$ cat src/rtl/vga_timing_pkg.sv
// Default 640x480@60 raster timing constants and the half-open range decode
// shared by the sync and blank outputs.
package vga_timing_pkg;

  localparam int unsigned CNT_W     = 10;

  localparam int unsigned H_VISIBLE = 640;
  localparam int unsigned H_FRONT   = 16;
  localparam int unsigned H_SYNC    = 96;
  localparam int unsigned H_BACK    = 48;
  localparam int unsigned H_TOTAL   = H_VISIBLE + H_FRONT + H_SYNC + H_BACK;

  localparam int unsigned V_VISIBLE = 480;
  localparam int unsigned V_FRONT   = 10;
  localparam int unsigned V_SYNC    = 2;
  localparam int unsigned V_BACK    = 33;
  localparam int unsigned V_TOTAL   = V_VISIBLE + V_FRONT + V_SYNC + V_BACK;

  // True when lo <= v < hi, all unsigned counter-width values.
  function automatic logic in_range(input logic [CNT_W-1:0] v,
                                    input logic [CNT_W-1:0] lo,
                                    input logic [CNT_W-1:0] hi);
    return (v >= lo) && (v < hi);
  endfunction

endpackage

$ cat src/rtl/vga_timing_gen_if.sv
// Raster position/sync bundle produced by vga_timing_gen and consumed by
// the colour mapper, sprite addressing and maze renderer.
interface vga_timing_gen_if;
  import vga_timing_pkg::*;

  logic             pixel_clk;
  logic             hs;
  logic             vs;
  logic             blank;
  logic             sync;
  logic [CNT_W-1:0] DrawX;
  logic [CNT_W-1:0] DrawY;
  logic             frame_start;
  logic [7:0]       frame_count;

  modport master (
    output pixel_clk, hs, vs, blank, sync, DrawX, DrawY, frame_start, frame_count
  );

  modport slave (
    input  pixel_clk, hs, vs, blank, sync, DrawX, DrawY, frame_start, frame_count
  );

endinterface

$ cat src/rtl/wrap_counter.sv
// Enabled up-counter that returns to zero after MAX; wrap flags the
// enabled cycle on which the return happens.
module wrap_counter #(
  parameter int unsigned      WIDTH = 10,
  parameter logic [WIDTH-1:0] MAX   = '1
) (
  input  logic             Clk,
  input  logic             Reset,
  input  logic             en,
  output logic [WIDTH-1:0] count,
  output logic             wrap
);

  assign wrap = en && (count == MAX);

  always_ff @(posedge Clk) begin
    if (Reset) begin
      count <= '0;
    end else if (wrap) begin
      count <= '0;
    end else if (en) begin
      count <= count + WIDTH'(1);
    end
  end

endmodule

$ cat src/rtl/vga_timing_gen.sv
// 640x480@60 raster timing: half-rate pixel enable, horizontal/vertical
// counters and registered sync/blank/frame outputs.
module vga_timing_gen
  import vga_timing_pkg::*;
#(
  parameter int unsigned H_VISIBLE = vga_timing_pkg::H_VISIBLE,
  parameter int unsigned H_FRONT   = vga_timing_pkg::H_FRONT,
  parameter int unsigned H_SYNC    = vga_timing_pkg::H_SYNC,
  parameter int unsigned H_BACK    = vga_timing_pkg::H_BACK,
  parameter int unsigned V_VISIBLE = vga_timing_pkg::V_VISIBLE,
  parameter int unsigned V_FRONT   = vga_timing_pkg::V_FRONT,
  parameter int unsigned V_SYNC    = vga_timing_pkg::V_SYNC,
  parameter int unsigned V_BACK    = vga_timing_pkg::V_BACK
) (
  input  logic             Clk,
  input  logic             Reset,
  vga_timing_gen_if.master vga
);

  localparam int unsigned H_TOTAL = H_VISIBLE + H_FRONT + H_SYNC + H_BACK;
  localparam int unsigned V_TOTAL = V_VISIBLE + V_FRONT + V_SYNC + V_BACK;

  if ((H_TOTAL > 1024) || (V_TOTAL > 1024)) begin : g_bad_timing
    $error("vga_timing_gen: H_TOTAL and V_TOTAL must not exceed 1024");
  end

  localparam logic [CNT_W-1:0] H_VIS_END  = CNT_W'(H_VISIBLE);
  localparam logic [CNT_W-1:0] H_SYNC_LO  = CNT_W'(H_VISIBLE + H_FRONT);
  localparam logic [CNT_W-1:0] H_SYNC_HI  = CNT_W'(H_VISIBLE + H_FRONT + H_SYNC);
  localparam logic [CNT_W-1:0] V_VIS_END  = CNT_W'(V_VISIBLE);
  localparam logic [CNT_W-1:0] V_SYNC_LO  = CNT_W'(V_VISIBLE + V_FRONT);
  localparam logic [CNT_W-1:0] V_SYNC_HI  = CNT_W'(V_VISIBLE + V_FRONT + V_SYNC);

  logic             pix_en;
  logic [CNT_W-1:0] hc;
  logic [CNT_W-1:0] vc;
  logic             h_wrap;
  logic             v_wrap;
  logic [CNT_W-1:0] hc_next;
  logic [CNT_W-1:0] vc_next;

  logic             hs_q;
  logic             vs_q;
  logic             blank_q;
  logic             frame_start_q;
  logic [7:0]       frame_count_q;

  always_ff @(posedge Clk) begin
    if (Reset) begin
      pix_en <= 1'b0;
    end else begin
      pix_en <= ~pix_en;
    end
  end

  wrap_counter #(
    .WIDTH (CNT_W),
    .MAX   (CNT_W'(H_TOTAL - 1))
  ) u_hcnt (
    .Clk   (Clk),
    .Reset (Reset),
    .en    (pix_en),
    .count (hc),
    .wrap  (h_wrap)
  );

  wrap_counter #(
    .WIDTH (CNT_W),
    .MAX   (CNT_W'(V_TOTAL - 1))
  ) u_vcnt (
    .Clk   (Clk),
    .Reset (Reset),
    .en    (h_wrap),
    .count (vc),
    .wrap  (v_wrap)
  );

  // Mirror the counters' next state so the decodes land on the same edge
  // as the counters themselves rather than one Clk later.
  always_comb begin
    hc_next = hc;
    vc_next = vc;
    if (h_wrap) begin
      hc_next = '0;
    end else if (pix_en) begin
      hc_next = hc + CNT_W'(1);
    end
    if (v_wrap) begin
      vc_next = '0;
    end else if (h_wrap) begin
      vc_next = vc + CNT_W'(1);
    end
  end

  always_ff @(posedge Clk) begin
    if (Reset) begin
      hs_q          <= 1'b1;
      vs_q          <= 1'b1;
      blank_q       <= 1'b1;
      frame_start_q <= 1'b0;
      frame_count_q <= '0;
    end else begin
      hs_q          <= ~in_range(hc_next, H_SYNC_LO, H_SYNC_HI);
      vs_q          <= ~in_range(vc_next, V_SYNC_LO, V_SYNC_HI);
      blank_q       <= in_range(hc_next, '0, H_VIS_END) &&
                       in_range(vc_next, '0, V_VIS_END);
      frame_start_q <= v_wrap;
      frame_count_q <= frame_count_q + 8'(v_wrap);
    end
  end

  assign vga.pixel_clk   = pix_en;
  assign vga.hs          = hs_q;
  assign vga.vs          = vs_q;
  assign vga.blank       = blank_q;
  assign vga.sync        = 1'b0;
  assign vga.DrawX       = hc;
  assign vga.DrawY       = vc;
  assign vga.frame_start = frame_start_q;
  assign vga.frame_count = frame_count_q;

endmodule
$ cat src/flat_wrapper.sv
// flat-port wrapper written by rule: the top's interface ports become plain ports
module vga_timing_gen_flat import vga_timing_pkg::*;
#(
  parameter int unsigned H_VISIBLE = vga_timing_pkg::H_VISIBLE,
  parameter int unsigned H_FRONT   = vga_timing_pkg::H_FRONT,
  parameter int unsigned H_SYNC    = vga_timing_pkg::H_SYNC,
  parameter int unsigned H_BACK    = vga_timing_pkg::H_BACK,
  parameter int unsigned V_VISIBLE = vga_timing_pkg::V_VISIBLE,
  parameter int unsigned V_FRONT   = vga_timing_pkg::V_FRONT,
  parameter int unsigned V_SYNC    = vga_timing_pkg::V_SYNC,
  parameter int unsigned V_BACK    = vga_timing_pkg::V_BACK
)
  (Clk, Reset, vga_pixel_clk, vga_hs, vga_vs, vga_blank, vga_sync, vga_DrawX, vga_DrawY, vga_frame_start, vga_frame_count);
  vga_timing_gen_if vga_i ();
  input  logic Clk;
  input  logic Reset;
  output wire logic [$bits(vga_i.pixel_clk)-1:0] vga_pixel_clk;
  output wire logic [$bits(vga_i.hs)-1:0] vga_hs;
  output wire logic [$bits(vga_i.vs)-1:0] vga_vs;
  output wire logic [$bits(vga_i.blank)-1:0] vga_blank;
  output wire logic [$bits(vga_i.sync)-1:0] vga_sync;
  output wire logic [$bits(vga_i.DrawX)-1:0] vga_DrawX;
  output wire logic [$bits(vga_i.DrawY)-1:0] vga_DrawY;
  output wire logic [$bits(vga_i.frame_start)-1:0] vga_frame_start;
  output wire logic [$bits(vga_i.frame_count)-1:0] vga_frame_count;
  assign vga_pixel_clk = vga_i.pixel_clk;
  assign vga_hs = vga_i.hs;
  assign vga_vs = vga_i.vs;
  assign vga_blank = vga_i.blank;
  assign vga_sync = vga_i.sync;
  assign vga_DrawX = vga_i.DrawX;
  assign vga_DrawY = vga_i.DrawY;
  assign vga_frame_start = vga_i.frame_start;
  assign vga_frame_count = vga_i.frame_count;
  vga_timing_gen #(.H_VISIBLE(H_VISIBLE), .H_FRONT(H_FRONT), .H_SYNC(H_SYNC), .H_BACK(H_BACK), .V_VISIBLE(V_VISIBLE), .V_FRONT(V_FRONT), .V_SYNC(V_SYNC), .V_BACK(V_BACK)) u_core (.Clk(Clk), .Reset(Reset), .vga(vga_i));
endmodule
$ cat config.mk
export PLATFORM = sky130hd
export DESIGN_NAME = vga_timing_gen_flat
export DESIGN_NICKNAME = d
export VERILOG_FILES = /design/src/rtl/vga_timing_pkg.sv /design/src/rtl/vga_timing_gen_if.sv /design/src/rtl/wrap_counter.sv /design/src/rtl/vga_timing_gen.sv /design/src/flat_wrapper.sv
export SDC_FILE = /design/constraint.sdc
export NUM_CORES = 1
export LEC_CHECK = 0
export ABC_AREA = 1
export BUFFER_PORTS_ARGS = -buffer_cell sky130_fd_sc_hd__buf_2
export CAP_MARGIN = 25
export CORE_MARGIN = 1
export CORE_UTILIZATION = 35
export CTS_CLUSTER_DIAMETER = 60
export DETAILED_ROUTE_END_ITERATION = 10
export HOLD_SLACK_MARGIN = 0.02
export PLACE_DENSITY_LB_ADDON = 0.12
export SLEW_MARGIN = 20
export SYNTH_ARGS = -nofsm -noshare
export SYNTH_HDL_FRONTEND = slang
export SYNTH_SLANG_ARGS = --single-unit
$ cat constraint.sdc
create_clock -name Clk -period 2.3 [get_ports Clk]
set_input_delay 0.115 -clock Clk [delete_from_list [all_inputs] [get_ports Clk]]
set_output_delay 0.115 -clock Clk [all_outputs]
set_load 0.02 [all_outputs]
; After elaboration in Yosys (flattened, before gate mapping)
; Cells that the tools add are included.
[totals]
word_cells = 35
in_bits = 2
out_inout_bits = 34
reg_bits = 33
[classes]
n_reduce_logical = 7
n_mux = 4
bitwise = 3
add_sub_neg = 3
eq_ne = 2
magnitude_cmp = 8
[ops]
columns = operator, n
row1 = 10-bit two-way mux, 4
row2 = "10-bit by 1-bit adder with 10-bit output, second input constant", 2
row3 = "10-bit == test, second input constant", 2
row4 = "10-bit by 1-bit greater-or-equal comparator with 1-bit output, second input constant", 2
row5 = "10-bit less-than comparator, second input constant", 2
row6 = "10-bit by 9-bit less-than comparator with 1-bit output, second input constant", 2
row7 = "10-bit greater-or-equal comparator, second input constant", 1
row8 = "10-bit by 9-bit greater-or-equal comparator with 1-bit output, second input constant", 1
row9 = 8-bit by 1-bit adder with 8-bit output, 1
row10 = 1-bit logical AND, 7
row11 = 1-bit inverter, 3

; Depth between registers and ports, before layout
[logic_depth]
depth_word = 7
mapped_depth = 13
depth_no_buf = 13

; Modules after synthesis
; A second synthesis with hierarchy kept.
[hier_totals]
cells_unflattened = 307
hier_area_um2 = 2078.2
[modules_own_cells]
columns = module, seq_area_each_um2, cells_per_inst, instances, area_each_um2
row1 = vga_timing_gen, 260.2, 144, 1, 932.1
row2 = wrap_counter (u_core.u_vcnt), 200.2, 81, 1, 578.1
row3 = wrap_counter (u_core.u_hcnt), 200.2, 82, 1, 568.0

; Least setup slack after synthesis
; Ideal clock, no wire load.
[synth_timing]
kind = reg-to-reg
start = reg u_core.u_hcnt.count[1]
end = reg u_core.frame_count_q[7] (netlist: u_core.vga.frame_count[7])
arrival_ns = 2.004
required_ns = 2.172
period_less_slack_ns = 2.132
setup_ns = 0.128
stages_incl_launch_ff = 13
n_path_buf = 0
path_slack_ns = 0.168
path_cell_list = dfxtp_1 -> ha_1 -> nand2_2 -> nor2_2 -> nand3_2 -> nor2_2 -> ha_1 -> nand3_1 -> nor2_1 -> nand2_1 -> nor3_1 -> xnor2_1 -> nor2_1
[synth_via]
elab_chain_cells = 4
[synth_lines]
columns = item, line
row1 = "start, declared", wrap_counter.sv:10  ; output logic [WIDTH-1:0] count,
row2 = "start signal, assigned", wrap_counter.sv:22  ; count <= count + WIDTH'(1);
row3 = 10-bit == test, wrap_counter.sv:14  ; assign wrap = en && (count == MAX);
row4 = 1-bit logical AND (2 in a row), wrap_counter.sv:14
row5 = named net u_core.u_vcnt.wrap, wrap_counter.sv:11  ; output logic wrap
row6 = 8-bit by 1-bit adder with 8-bit output, vga_timing_gen.sv:108  ; frame_count_q <= frame_count_q + 8'(v_wrap);
row7 = "end signal, assigned", vga_timing_gen.sv:108
row8 = "end, declared", vga_timing_gen.sv:46  ; logic [7:0] frame_count_q;
; The timed path passes the listed nets, and every way through them passes these cells.
; A chain may end at the register's enable or synchronous reset.

; Worst setup path after layout
[layout_timing]
start = reg u_core.u_hcnt.count[0]
end = reg u_core.frame_count_q[6] (netlist: u_core.vga.frame_count[6])
; Same word-level chain as after synthesis.

==> out/qor.txt <==
status: complete, no violations
clock-pin slew on the worst setup and hold paths: 70 ps
Tot GR Track Use: 17.4%
Critical Path Fanout Max: 5
Hold Path Cell Cnt: 2
fmax: 481 MHz
most common cell after layout, fill and taps aside: nand2_1
Yosys reg bits: 33
final WL: 4250 um
Min-Delay Endpoint: u_core.vga.pixel_clk
Arr. time, crit path: 2240 ps
clock root cell: clkbuf_8
Syn Inst Count: 264
peak supply drop: 281 uV
DRC viols: 0
post-DP HPWL: 3280 um
synth unique cells: 29
placed cell count: 364
Clock Latency Late Sink: 290 ps
Worst Clk Skew: 8.69 ps
CP peak stage delay: 390 ps
Initial Utilization: 36.9%
Area after DPL: 2020 um^2
CTS tree: yes
critical path class: reg2reg
vias per cell: 4.56
WP buf/inv: 1
io pins: 36
Diodes inserted: 0
share of layout cells above drive strength 1: 21.3%
first-pass GRT wire length: 7020 um
Synth warnings: 0
worst hold slack: 187 ps
worst path cell trace: ha_1 > nand2_2 > nor2_2 > nand3_2 > nor2_2 > ha_1 > ha_1 > nand2_1 > nor2_1 > inv_1 > nor4_1 > nor3_1
port bufs: 34
RD Place Congestion: 0.746
Iter 0 DRT Violations: 95
commonest non-fill, non-tap cells in the layout: nand2_1, inv_1, nor2_1
Startpoint Class: register
flop-to-flop setup slack: 220 ps
Finished Cell Area: 2140 um^2
register area share after synthesis: 37.4%
core area: 4790 um^2
largest net degree at the start of global routing: 16
final setup violation count: 0
Cell Area, Synth: 1770 um^2
pwr dens: 555 nW/um^2
Antenna Violating Nets Remaining: 0
leakage: 0.00104 uW
Die Span X: 73.0 um
wire per inst: 11.4 um
Die H: 73.0 um
Worst setup EP type: register
DR vias: 1696
FF-to-FF End: u_core.vga.frame_count[6]
TNS Setup: 0 ps
syn_nets: 271
most frequent CP cell: ha_1
syn avg cell area: 6.69 um^2
final hold violations: 0
Power Total: 1190 uW
CTS Buf Count: 5
GRT overflow: 0
vias in the first global route: 1579
Min-Delay Path Class: in2reg
worst r2r path cells: 12
initial antenna violation count: 0
Pins Over Slew Limit: 0
Area Overhead vs Synth: 21.5%
Initial DRT Pass Iterations: 4
crit share post-route: 90.4%
Worst R2R Start: u_core.u_hcnt.count[0]
Layout Nets: 311
fin crit period: 2080 ps
slowest CP cell: dfxtp_1
clk sinks: 33
Max-Cap Viols: 0
Non-Filler Instances: 372
Die ar.: 5330 um^2
hold_sp: Reset
CTS H-Tree Depth: 2
# rows: 25
clk buf depth: 2
CTS Hold Bufs: 0
CP delay by family, top: simple AND/OR/NAND/NOR gates
CP required: 2470 ps
RSZ-0062 raised after global routing: false
[sequential cells by signal, indices dropped and copies added, names as in the netlist]
signal,count
u_core.u_hcnt.count,10
u_core.u_vcnt.count,10
u_core.vga.blank,1
u_core.vga.frame_count,8
u_core.vga.frame_start,1
u_core.vga.hs,1
u_core.vga.pixel_clk,1
u_core.vga.vs,1
[stage by stage]
step                setup WS [ps]  util, %
detailed placement            218     42.2
finish                        221     44.8
global route                 30.7     44.8
CTS                           196     44.7
floorplan                     168        -
global placement              301     42.2
[power breakdown]
group / switching (uW) / internal, uW / leakage [uW]
clock: 223 / 352 / 0.0000574
combinational: 27.0 / 9.66 / 0.000719
sequential: 3.94 / 575 / 0.000267
total: 253 / 937 / 0.00104
[cell type report]
class | instances | area, um^2
clock buffer | 6 | 82.6
inverter | 44 | 165
multi-input combinational | 183 | 921
timing repair buffer | 37 | 193
clock inverter | 2 | 37.5
fill | 527 | 2640
tap | 67 | 83.8
sequential | 33 | 662
[logic make-up (layout without fill, tap and decap cells)]
kind of cell	after synthesis	after routing	synth area share, %
buffers and inverters	48	89	10.7
DFF	33	33	37.4
adders and majority gates	5	5	3.54
other	1	1	0.212
and+or+nand+nor	153	153	40.0
xor gates and xnor gates	5	5	2.48
AOI/OAI and AO/OA	19	19	5.67
[worst max-delay path by stage]
| stage | depth (start not counted) | slack (ps) | end | startpoint |
|---|---|---|---|---|
| CTS | 12 | 200 | u_core.vga.frame_count[6] | u_core.u_hcnt.count[1] |
| detailed placement | 12 | 220 | u_core.vga.frame_count[6] | u_core.u_hcnt.count[1] |
| finish | 12 | 220 | u_core.vga.frame_count[6] | u_core.u_hcnt.count[0] |
| global route | 12 | 30 | u_core.vga.frame_count[6] | u_core.u_hcnt.count[0] |
| floorplan | 12 | 170 | u_core.vga.frame_count[7] | u_core.u_hcnt.count[1] |
| global placement | 12 | 300 | u_core.vga.frame_count[6] | u_core.u_hcnt.count[0] |
[cell usage after synthesis]
master / n / area, um^2
a21oi_1: 8 / 40.0
a31oi_1: 2 / 12.5
buf_2: 1 / 5.00
buf_4: 2 / 15.0
clkbuf_1: 1 / 3.75
conb_1: 1 / 3.75
dfxtp_1: 33 / 661
ha_1: 5 / 62.6
inv_1: 42 / 158
inv_2: 2 / 7.51
nand2_1: 67 / 251
nand2_2: 3 / 18.8
nand3_1: 13 / 65.1
nand3_2: 4 / 40.0
nand3b_1: 1 / 7.51
nand4_1: 10 / 62.6
nand4_2: 1 / 12.5
nor2_1: 37 / 139
nor2_2: 5 / 31.3
nor2_4: 2 / 22.5
nor3_1: 7 / 35.0
nor3b_1: 1 / 7.51
nor4_1: 1 / 6.26
o211ai_1: 1 / 7.51
o21ai_0: 7 / 35.0
o21ai_1: 1 / 5.00
or2_2: 1 / 6.26
xnor2_1: 3 / 26.3
xor2_1: 2 / 17.5
[repair_timing]
item,CTS,global route
hold endpoints to repair,0,0
setup endpoints to repair,0,1
setup buffers,0,0
gates resized for setup,0,2
[routing by layer]
layer,wire [um],global-route usage [%],share of wire (%),vias to the layer above
li1,-,-,-,903
met5,0,0,0,-
met3,200,4.56,4.7,4
met1,2060,21.5,48,756
met4,41,5.88,0.96,0
met2,1950,29.1,46,33
Note: power is estimated with default switching activity, not from simulation.
